[src/rtl/ulpi_rx_dma_if.sv]
// bmem write handshake between the ULPI receive packer and the AXI bmem bridge.
interface ulpi_rx_dma_if #(
    parameter int BUS_W  = 64,
    parameter int ADDR_W = 32
);
    logic              bmem_wr_en;
    logic [BUS_W-1:0]  bmem_wr_data;
    logic [ADDR_W-1:0] bmem_wr_addr;
    logic              bmem_resp;

    modport master (output bmem_wr_en, bmem_wr_data, bmem_wr_addr, input bmem_resp);
    modport slave  (input bmem_wr_en, bmem_wr_data, bmem_wr_addr, output bmem_resp);
endinterface

[src/rtl/ulpi_rx_dma.sv]
// ULPI receive capture: packs PHY bytes little-endian into BUS_W words, buffers
// them in a small FIFO and writes them into a ring buffer over the bmem handshake.
module ulpi_rx_dma #(
    parameter int                BUS_W      = 64,
    parameter int                ADDR_W     = 32,
    parameter int                FIFO_DEPTH = 4,
    parameter logic [ADDR_W-1:0] BASE_ADDR  = '0,
    parameter int                RING_BYTES = 4096
) (
    input  logic          usb_clk,
    input  logic          rst,
    input  logic          enable_i,
    input  logic          dir_i,
    input  logic          nxt_i,
    input  logic [7:0]    data_i,
    ulpi_rx_dma_if.master bmem,
    output logic          pkt_done_o,
    output logic [15:0]   byte_count_o,
    output logic          overflow_o
);
    localparam int LANES = BUS_W / 8;
    localparam int KW    = (LANES > 1) ? $clog2(LANES) : 1;
    localparam int AW    = (FIFO_DEPTH > 1) ? $clog2(FIFO_DEPTH) : 1;
    localparam int OW    = $clog2(RING_BYTES);
    localparam logic [AW:0]   FULL_CNT = (AW+1)'(FIFO_DEPTH);
    localparam logic [KW-1:0] LAST_K   = KW'(LANES - 1);

    localparam logic [1:0] S_IDLE  = 2'd0;
    localparam logic [1:0] S_TURN  = 2'd1;
    localparam logic [1:0] S_RECV  = 2'd2;
    localparam logic [1:0] S_FLUSH = 2'd3;

    logic [1:0]             state;
    logic                   dir_q;
    logic                   en_q;
    logic [KW-1:0]          k;
    logic [LANES-1:0][7:0]  lane_q;
    logic                   full_pend;
    logic [15:0]            byte_cnt;

    logic [LANES-1:0][7:0]  push_word;
    logic                   push;
    logic                   push_ok;
    logic                   pop;

    logic [BUS_W-1:0]       mem [FIFO_DEPTH];
    logic [AW-1:0]          wr_ptr;
    logic [AW-1:0]          rd_ptr;
    logic [AW:0]            cnt;
    logic                   empty;
    logic                   full;
    logic [OW-1:0]          off;
    logic [ADDR_W-1:0]      cur_addr;
    logic [BUS_W-1:0]       last_data;
    logic [ADDR_W-1:0]      last_addr;

    always_ff @(posedge usb_clk or posedge rst) begin
        if (rst) begin
            state        <= S_IDLE;
            dir_q        <= 1'b0;
            en_q         <= 1'b0;
            k            <= '0;
            lane_q       <= '0;
            full_pend    <= 1'b0;
            byte_cnt     <= '0;
            byte_count_o <= '0;
        end else begin
            dir_q     <= dir_i;
            full_pend <= 1'b0;
            case (state)
                S_IDLE: if (dir_i && !dir_q) state <= S_TURN;
                S_TURN: begin
                    en_q     <= enable_i;
                    k        <= '0;
                    byte_cnt <= '0;
                    state    <= dir_i ? S_RECV : S_IDLE;
                end
                S_RECV: begin
                    if (!dir_i) begin
                        state <= S_FLUSH;
                    end else if (nxt_i && en_q) begin
                        lane_q[k] <= data_i;
                        if (byte_cnt != 16'hFFFF) byte_cnt <= byte_cnt + 16'd1;
                        // a completed word is pushed on the following clock while lane 0 refills
                        if (k == LAST_K) begin
                            k         <= '0;
                            full_pend <= 1'b1;
                        end else begin
                            k <= k + 1'b1;
                        end
                    end
                end
                S_FLUSH: begin
                    byte_count_o <= byte_cnt;
                    k            <= '0;
                    state        <= S_IDLE;
                end
                default: state <= S_IDLE;
            endcase
        end
    end

    // partial words expose only the lanes filled so far; the rest read as zero
    for (genvar i = 0; i < LANES; i++) begin : g_lane
        assign push_word[i] = (full_pend || (KW'(i) < k)) ? lane_q[i] : 8'h00;
    end

    assign push       = full_pend || (state == S_FLUSH && k != '0);
    assign pkt_done_o = (state == S_FLUSH);

    assign empty    = (cnt == '0);
    assign full     = (cnt == FULL_CNT);
    assign pop      = !empty && bmem.bmem_resp;
    assign push_ok  = push && (!full || pop);
    assign cur_addr = BASE_ADDR + ADDR_W'(off);

    always_ff @(posedge usb_clk) begin
        if (push_ok) mem[wr_ptr] <= push_word;
    end

    always_ff @(posedge usb_clk or posedge rst) begin
        if (rst) begin
            wr_ptr     <= '0;
            rd_ptr     <= '0;
            cnt        <= '0;
            off        <= '0;
            overflow_o <= 1'b0;
            last_data  <= '0;
            last_addr  <= '0;
        end else begin
            if (push_ok) wr_ptr <= wr_ptr + 1'b1;
            if (push && !push_ok) overflow_o <= 1'b1;
            if (pop) begin
                rd_ptr    <= rd_ptr + 1'b1;
                last_data <= mem[rd_ptr];
                last_addr <= cur_addr;
                off       <= off + OW'(LANES);
            end
            case ({push_ok, pop})
                2'b10:   cnt <= cnt + 1'b1;
                2'b01:   cnt <= cnt - 1'b1;
                default: ;
            endcase
        end
    end

    // idle bus keeps showing the last accepted write
    assign bmem.bmem_wr_en   = !empty;
    assign bmem.bmem_wr_data = empty ? last_data : mem[rd_ptr];
    assign bmem.bmem_wr_addr = empty ? last_addr : cur_addr;
endmodule

[src/flat_wrapper.sv]
// flat-port wrapper written by rule: the top's interface ports become plain ports
module ulpi_rx_dma_flat 
#(
    parameter int                BUS_W      = 64,
    parameter int                ADDR_W     = 32,
    parameter int                FIFO_DEPTH = 4,
    parameter logic [ADDR_W-1:0] BASE_ADDR  = '0,
    parameter int                RING_BYTES = 4096
)
  (usb_clk, rst, enable_i, dir_i, nxt_i, data_i, pkt_done_o, byte_count_o, overflow_o, bmem_bmem_wr_en, bmem_bmem_wr_data, bmem_bmem_wr_addr, bmem_bmem_resp);
  ulpi_rx_dma_if #(.BUS_W(BUS_W), .ADDR_W(ADDR_W)) bmem_i ();
  input  logic usb_clk;
  input  logic rst;
  input  logic enable_i;
  input  logic dir_i;
  input  logic nxt_i;
  input  logic [7:0] data_i;
  output logic pkt_done_o;
  output logic [15:0] byte_count_o;
  output logic overflow_o;
  output wire logic [$bits(bmem_i.bmem_wr_en)-1:0] bmem_bmem_wr_en;
  output wire logic [$bits(bmem_i.bmem_wr_data)-1:0] bmem_bmem_wr_data;
  output wire logic [$bits(bmem_i.bmem_wr_addr)-1:0] bmem_bmem_wr_addr;
  input wire logic [$bits(bmem_i.bmem_resp)-1:0] bmem_bmem_resp;
  assign bmem_bmem_wr_en = bmem_i.bmem_wr_en;
  assign bmem_bmem_wr_data = bmem_i.bmem_wr_data;
  assign bmem_bmem_wr_addr = bmem_i.bmem_wr_addr;
  assign bmem_i.bmem_resp = bmem_bmem_resp;
  ulpi_rx_dma #(.BUS_W(BUS_W), .ADDR_W(ADDR_W), .FIFO_DEPTH(FIFO_DEPTH), .BASE_ADDR(BASE_ADDR), .RING_BYTES(RING_BYTES)) u_core (.usb_clk(usb_clk), .rst(rst), .enable_i(enable_i), .dir_i(dir_i), .nxt_i(nxt_i), .data_i(data_i), .bmem(bmem_i), .pkt_done_o(pkt_done_o), .byte_count_o(byte_count_o), .overflow_o(overflow_o));
endmodule
[config.mk]
export PLATFORM = sky130hd
export DESIGN_NAME = ulpi_rx_dma_flat
export DESIGN_NICKNAME = d
export VERILOG_FILES = /design/src/rtl/ulpi_rx_dma_if.sv /design/src/rtl/ulpi_rx_dma.sv /design/src/flat_wrapper.sv
export SDC_FILE = /design/constraint.sdc
export NUM_CORES = 1
export LEC_CHECK = 0
export BUFFER_PORTS_ARGS = -buffer_cell sky130_fd_sc_hd__buf_2
export CORE_ASPECT_RATIO = 1.1
export CORE_UTILIZATION = 54
export DETAILED_ROUTE_END_ITERATION = 7
export PLACE_DENSITY = 0.78
export SETUP_SLACK_MARGIN = 0.3
export SYNTH_ARGS = -nofsm -noshare
export SYNTH_HDL_FRONTEND = slang
export SYNTH_SLANG_ARGS = --single-unit
[constraint.sdc]
create_clock -name usb_clk -period 7.7 [get_ports usb_clk]
set_input_delay 0.77 -clock usb_clk [delete_from_list [all_inputs] [get_ports usb_clk]]
set_output_delay 0.77 -clock usb_clk [all_outputs]
set_load 0.05 [all_outputs]
==> results of run 1 <==
cell families after synthesis:
family | count (synthesis) | share of synthesized area
mux | 230 | 0.1775
xor+xnor | 14 | 0.006607
compound gates | 25 | 0.008562
fa+ha+maj | 11 | 0.007820
buf+inv | 87 | 0.02353
other cells | 1 | 0.0002020
flops | 450 | 0.6757
simple gates | 399 | 0.1000
registers in the layout, summed over array words and instances, names as in the netlist, 3 cells and up, named ones only:
signal,cells
u_core.mem,256
u_core.lane_q,64
u_core.last_data,64
u_core.byte_cnt,16
u_core.byte_count_o,16
u_core.last_addr,9
u_core.off,9
u_core.cnt,3
u_core.k,3
per-stage QoR:
step	total power, mW	utilization	hold WS (ns)	cell area (um2)	instances
after CTS	8.140	0.6218	0.3938	20860	1795
after global placement	5.959	0.5795	0.4531	19440	1717
after detailed placement	6.018	0.5795	0.4588	19440	1717
after floorplan	5.414	-	0.4418	18640	1239
after global routing	8.421	0.6218	0.3938	20860	1795
final	8.064	0.6218	0.3858	20860	1795
metal layers:
layer  share of wire  vias up  GRT usage  wire (um)
met2            0.51      290     0.3770      19170
li1                -     4577          -          -
met1            0.41     5265     0.2893      15320
met5               0        -          0          0
met4           0.023        0    0.06623        845
met3           0.053       59    0.03684       1969
worst max-delay path by stage:
stage | slack (ns) | end
after floorplan | 1.65 | async pin
after global placement | 4.13 | bmem_bmem_wr_data[38]
after detailed placement | 4.15 | bmem_bmem_wr_data[39]
after CTS | 3.56 | bmem_bmem_wr_data[39]
after global routing | 3.44 | bmem_bmem_wr_data[52]
final | 3.66 | bmem_bmem_wr_data[39]
worst reg2reg max path: stages, from the launching register on:
cell      delay, ns
dfrtp_1        0.49
inv_1          0.11
ha_1           0.21
nand2b_1       0.10
a31oi_1        0.13
a41oi_1        0.53
and2_2         0.87
buf_4          0.60
cell usage in the layout (no fill, tap or decap), types with 3 or more instances in the layout:
| cell | count |
|---|---|
| a21oi_1 | 10 |
| and2_1 | 16 |
| and2_2 | 4 |
| and3_1 | 3 |
| buf_2 | 105 |
| buf_4 | 10 |
| bufinv_16 | 4 |
| clkbuf_1 | 6 |
| clkbuf_16 | 45 |
| clkbuf_8 | 3 |
| clkinv_1 | 6 |
| clkinv_2 | 10 |
| clkinvlp_4 | 4 |
| conb_1 | 23 |
| dfrtp_1 | 192 |
| edfxtp_1 | 256 |
| ha_1 | 10 |
| inv_1 | 15 |
| mux2_2 | 153 |
| mux2i_1 | 13 |
| mux4_2 | 64 |
| nand2_1 | 258 |
| nand3_1 | 10 |
| nand4_1 | 12 |
| nor2_1 | 12 |
| nor2_2 | 3 |
| nor2b_1 | 48 |
| nor3_1 | 6 |
| nor3_2 | 4 |
| o21ai_0 | 3 |
| o21bai_1 | 3 |
| xnor2_1 | 12 |
final cells by class:
| cell class | count | area, um2 |
|---|---|---|
| Tap cell | 432 | 540.5 |
| Multi-Input combinational cell | 702 | 5677 |
| Clock inverter | 24 | 227.7 |
| Fill cell | 2344 | 12690 |
| Inverter | 18 | 75.07 |
| Clock buffer | 54 | 1190 |
| Sequential cell | 450 | 12550 |
| Timing Repair Buffer | 115 | 600.6 |
where the power goes:
group / switching [mW] / internal, mW / leakage (nW)
Combinational: 1.90 / 0.937 / 3.01
Sequential: 0.270 / 2.85 / 5.07
Clock: 0.874 / 1.23 / 0.691
==> flow_summary.toml, run 1 <==
[run_status]
status = "completed"

[timing]
fmax_ghz = 0.2476
layout_setup_ws_ns = 3.662
totalNegativeSetupSlack_ns = 0
setup_violations = 0
hold_viol_final = 0
clock_skew_ns = 0.02045
rsz0062_at_grt = "no"
fin_crit_ns = 4.038
min_period_over_period = 0.5244
slew_viol_final = 0
worstMarginPinSlew_ns = 1.070
relSlewSlack = 0.2815

[setup_path]
cp.depth = 4
cp_slowest_cell = "buf_4"
path_delay_family = "buffers and inverters"
cp-startpoint = "u_core.rd_ptr[0]"
path_max_fanout = 41
cp_data_required_time_ns = 6.93
crit_path_start_kind = "flip-flop"
critPathBufInv = 2
r2r-start = "u_core.k[1]"
cp.arrival_ns = 3.27
regToRegEndpoint = "u_core.mem[1][11]"
cp_cell_sequence = "buf_4 -> mux4_2 -> mux2_2 -> buf_2"
r2r_cells = 7
cp-end-kind = "primary output"
slowest_delay_ns = 0.78
rrSetupSlack_ns = 4.26
crit_type = "flip-flop to primary output"

[logic_synthesis]
syn_area_mm2 = 0.01856
netlist_top_cells_count = "nand2_1 (259), edfxtp_1 (256), dfrtp_1 (194)"
synth_top_area_frac = 0.4142
yosysTopAreaCell = "edfxtp_1"
synth.distinct_cells = 54
synth_cells = 1217
syn_avg_cell_area_um2 = 15.25
yosysMostFrequentCell = "nand2_1"
ys_warn_count = 0
ys.flop_type = "edfxtp_1"
ys_seq_area_frac = 0.6757
synth_area_leaders = "edfxtp_1 (41%), dfrtp_1 (26%), mux2_2 (9.3%), mux4_2 (7.8%), nand2_1 (5.2%)"
ys_ff_latch = 450
async_flop_share = 0.4311
synth_edf_count = 256

[clocking]
cts.clk_slew.worst_paths_ns = 0.07
numCtsBuffers = 43
cts-root-buf = "clkbuf_16"
post_cts_buffers = 0
cts.path.max_buffers = 3
ctsResizeCount = 0
h-tree-depth = 2
cts_sinks = 450
cts_tree = "built"
insertion_delay_ns = 0.55
cts_hold_buf = 0

[placement]
io_buffers = 105
gp_congestion = 0.7948
dp_hpwl_mm = 21.40
dp_slack_ns = 4.148

[floorplan]
ios = 129
coreArea_mm2 = 0.03354
die_h_um = 196.4
die_w_um = 178.8
initial_core_util = 0.5533
dieArea_mm2 = 0.03512
row_count = 70

[run]
drv_cap = 0

[route]
drtAntennaViolNets = 0
drtIter0Drc = 684
wire_per_inst_um = 20.78
drt-pass1-iter-count = 5
vias = 10190
wirelength_mm = 37.31
via_per_inst = 5.677
drc_errors = 0

[grt]
grt_pass1_vias = 10580
grt_use_total = 0.2204
grt_max_degree = 126
grt_pass1_wl_mm = 58.77
grt.overflow.total = 0
antenna_found_initial = 0

[power]
p_per_area_mw_per_mm2 = 386.6
ir_drop_mv = 0.2294
leakagePower_nw = 8.770

[worst_hold_path]
hp-class = "input pin to async pin"

[layout]
area_growth_syn_to_layout_pct = 12.38
drive_gt1_frac = 0.3133
antenna_cells = 0
final_nets = 1355
No activity file was read; power rests on OpenSTA's default activity.
==> run 2: changes to the inputs <==
Settings changed: PLACE_DENSITY 0.78 to 0.81.
Clock period 7.7 ns to 3.3 ns, I/O delays scaled along.
==> flow_summary.toml, run 2 (synthesis results as in run 1) <==
[run_status]
status = "finished with violations"
violations = "negative hold slack"

[worst_hold_path]
hp-class = "input pin to async pin"

[run]
drv_cap = 0

[route]
wire_per_inst_um = 21.29
vias = 10350
via_per_inst = 5.681
wirelength_mm = 38.80
drtAntennaViolNets = 0
drtIter0Drc = 753
drc_errors = 0
drt-pass1-iter-count = 5

[timing]
fmax_ghz = 0.3503
hold_viol_final = 17
worstMarginPinSlew_ns = 0.9336
setup_violations = 0
relSlewSlack = 0.3776
clock_skew_ns = 0.01278
min_period_over_period = 0.8650
rsz0062_at_grt = "no"
fin_crit_ns = 2.855
slew_viol_final = 0
hold_slack_ns = -0.04707
totalNegativeSetupSlack_ns = 0
layout_setup_ws_ns = 0.4454

[setup_path]
path_max_fanout = 24
regToRegEndpoint = "u_core.mem[3][9]"
cp.arrival_ns = 2.52
critPathCapture = "bmem_bmem_wr_data[49]"
r2r_cells = 7
crit_type = "flip-flop to primary output"
cp-startpoint = "u_core.cnt[2]"
crit_path_start_kind = "flip-flop"
cp-end-kind = "primary output"
rrSetupSlack_ns = 0.53
r2r-start = "u_core.k[0]"
cp_data_required_time_ns = 2.97

[power]
intPower_mw = 12.12
power_frac_comb = 0.365
leakagePower_nw = 8.960
p_per_area_mw_per_mm2 = 910.5
p_sw_frac = 0.3738
ir_drop_mv = 0.6380
p_switching_mw = 7.235
pwr-share-clk = 0.264
seqPwrFrac = 0.371

[floorplan]
coreArea_mm2 = 0.03354
die_h_um = 196.4
initial_core_util = 0.5533
die_w_um = 178.8
dieArea_mm2 = 0.03512
row_count = 70
ios = 129

[grt]
antenna_found_initial = 0
grt_max_degree = 104
grt_pass1_wl_mm = 59.24
grt_use_total = 0.2240
grt_pass1_vias = 10630
grt.overflow.total = 0

[clocking]
cts_tree = "built"
numCtsBuffers = 43
cts.clk_slew.worst_paths_ns = 0.06
cts_sinks = 450
cts.path.max_buffers = 3
h-tree-depth = 2
insertion_delay_ns = 0.54
cts-root-buf = "clkbuf_16"

[layout]
regMostFlops = "u_core.mem"
antenna_cells = 0
area_growth_syn_to_layout_pct = 14.54
final_cell_mix = "nand2_1 (258), edfxtp_1 (256), dfrtp_1 (192), mux2_2 (153), buf_2 (105)"
fill_cells = 2311
final_nets = 1381
largest_reg_flops = 256
final-instance-count-excl-fill = 1822
largest_registers = "u_core.mem: 256 flops, u_core.lane_q: 64 flops, u_core.last_data: 64 flops"
final_common_cell = "nand2_1"
drive_gt1_frac = 0.3230

[placement]
gp_congestion = 0.8239
dp_slack_ns = 0.6403
io_buffers = 105
dp_hpwl_mm = 22.11
dp.cells = 1731
## run 2: changes by cell type in the layout (fill, tap and decap cells not counted), sizes merged
cell,previous run,this run
bufinv,4,6
clkbuf,54,61
or3,3,5
clkinv,17,13
inv,17,16
dlygate4sd3,0,1
buf,115,138
clkinvlp,4,1
## run 2: routing by layer
layer | up-vias | part of all wire | track usage
li1 | 4649 | - | -
met1 | 5309 | 0.39 | 0.2819
met2 | 319 | 0.52 | 0.3890
met3 | 73 | 0.055 | 0.04109
met4 | 0 | 0.030 | 0.07596
met5 | - | 0 | 0
## run 2: worst min path at each step
stage                                   endpoint  cells past startpoint
after global placement      u_core.last_data[57]                      2
after detailed placement     u_core.last_data[3]                      2
final                         u_core.byte_cnt[0]                      3
after global routing          u_core.byte_cnt[2]                      3
after floorplan                     u_core.dir_q                      0
after CTS                 u_core.byte_count_o[0]                      3
## run 2: power groups by stage
stage | Sequential (mW) | Combinational (mW) | Clock [mW]
final | 7.18 | 7.07 | 5.11
after global placement | 7.23 | 6.76 | 0
after CTS | 7.16 | 7.02 | 5.20
after detailed placement | 7.28 | 6.86 | 0
after global routing | 7.27 | 7.52 | 5.40
after floorplan | 7.32 | 5.32 | 0
## run 2: stage by stage
| stage | util | cell area (um2) | total power, mW | hold slack [ns] |
|---|---|---|---|---|
| after floorplan | - | 18650 | 12.63 | 0.3614 |
| after CTS | 0.6315 | 21180 | 19.38 | 0.007313 |
| final | 0.6338 | 21260 | 19.36 | -0.04707 |
| after global routing | 0.6338 | 21260 | 20.19 | 0.01575 |
| after detailed placement | 0.5863 | 19670 | 14.14 | 0.4586 |
| after global placement | 0.5863 | 19670 | 13.99 | 0.4522 |
## run 2: what timing repair did
action,4_1_cts,5_1_grt
endpoints found under the hold margin,1,0
buffers inserted,1,8
setup endpoints to repair,46,32
pin swaps,0,1
gates cloned,0,2
hold buffers,1,0
gates resized for setup,0,0
## run 2: final cells by class
cell class / count / area (um2) / share of cell area
flip-flops and latches: 450 / 12550 / 0.5902
multi-input cells: 704 / 5692 / 0.2677
clock buffers: 61 / 1246 / 0.05862
repair buffers: 139 / 928.4 / 0.04367
well taps: 432 / 540.5 / 0.02543
clock inverters: 18 / 234.0 / 0.01101
inverters: 18 / 71.32 / 0.003355
## run 2: worst max-delay path, cell delays in order, from the launching register on
cell and delay (ns):
dfrtp_1 0.59, or3_4 0.41, buf_4 0.37, mux2_2 0.39, buf_2 0.21
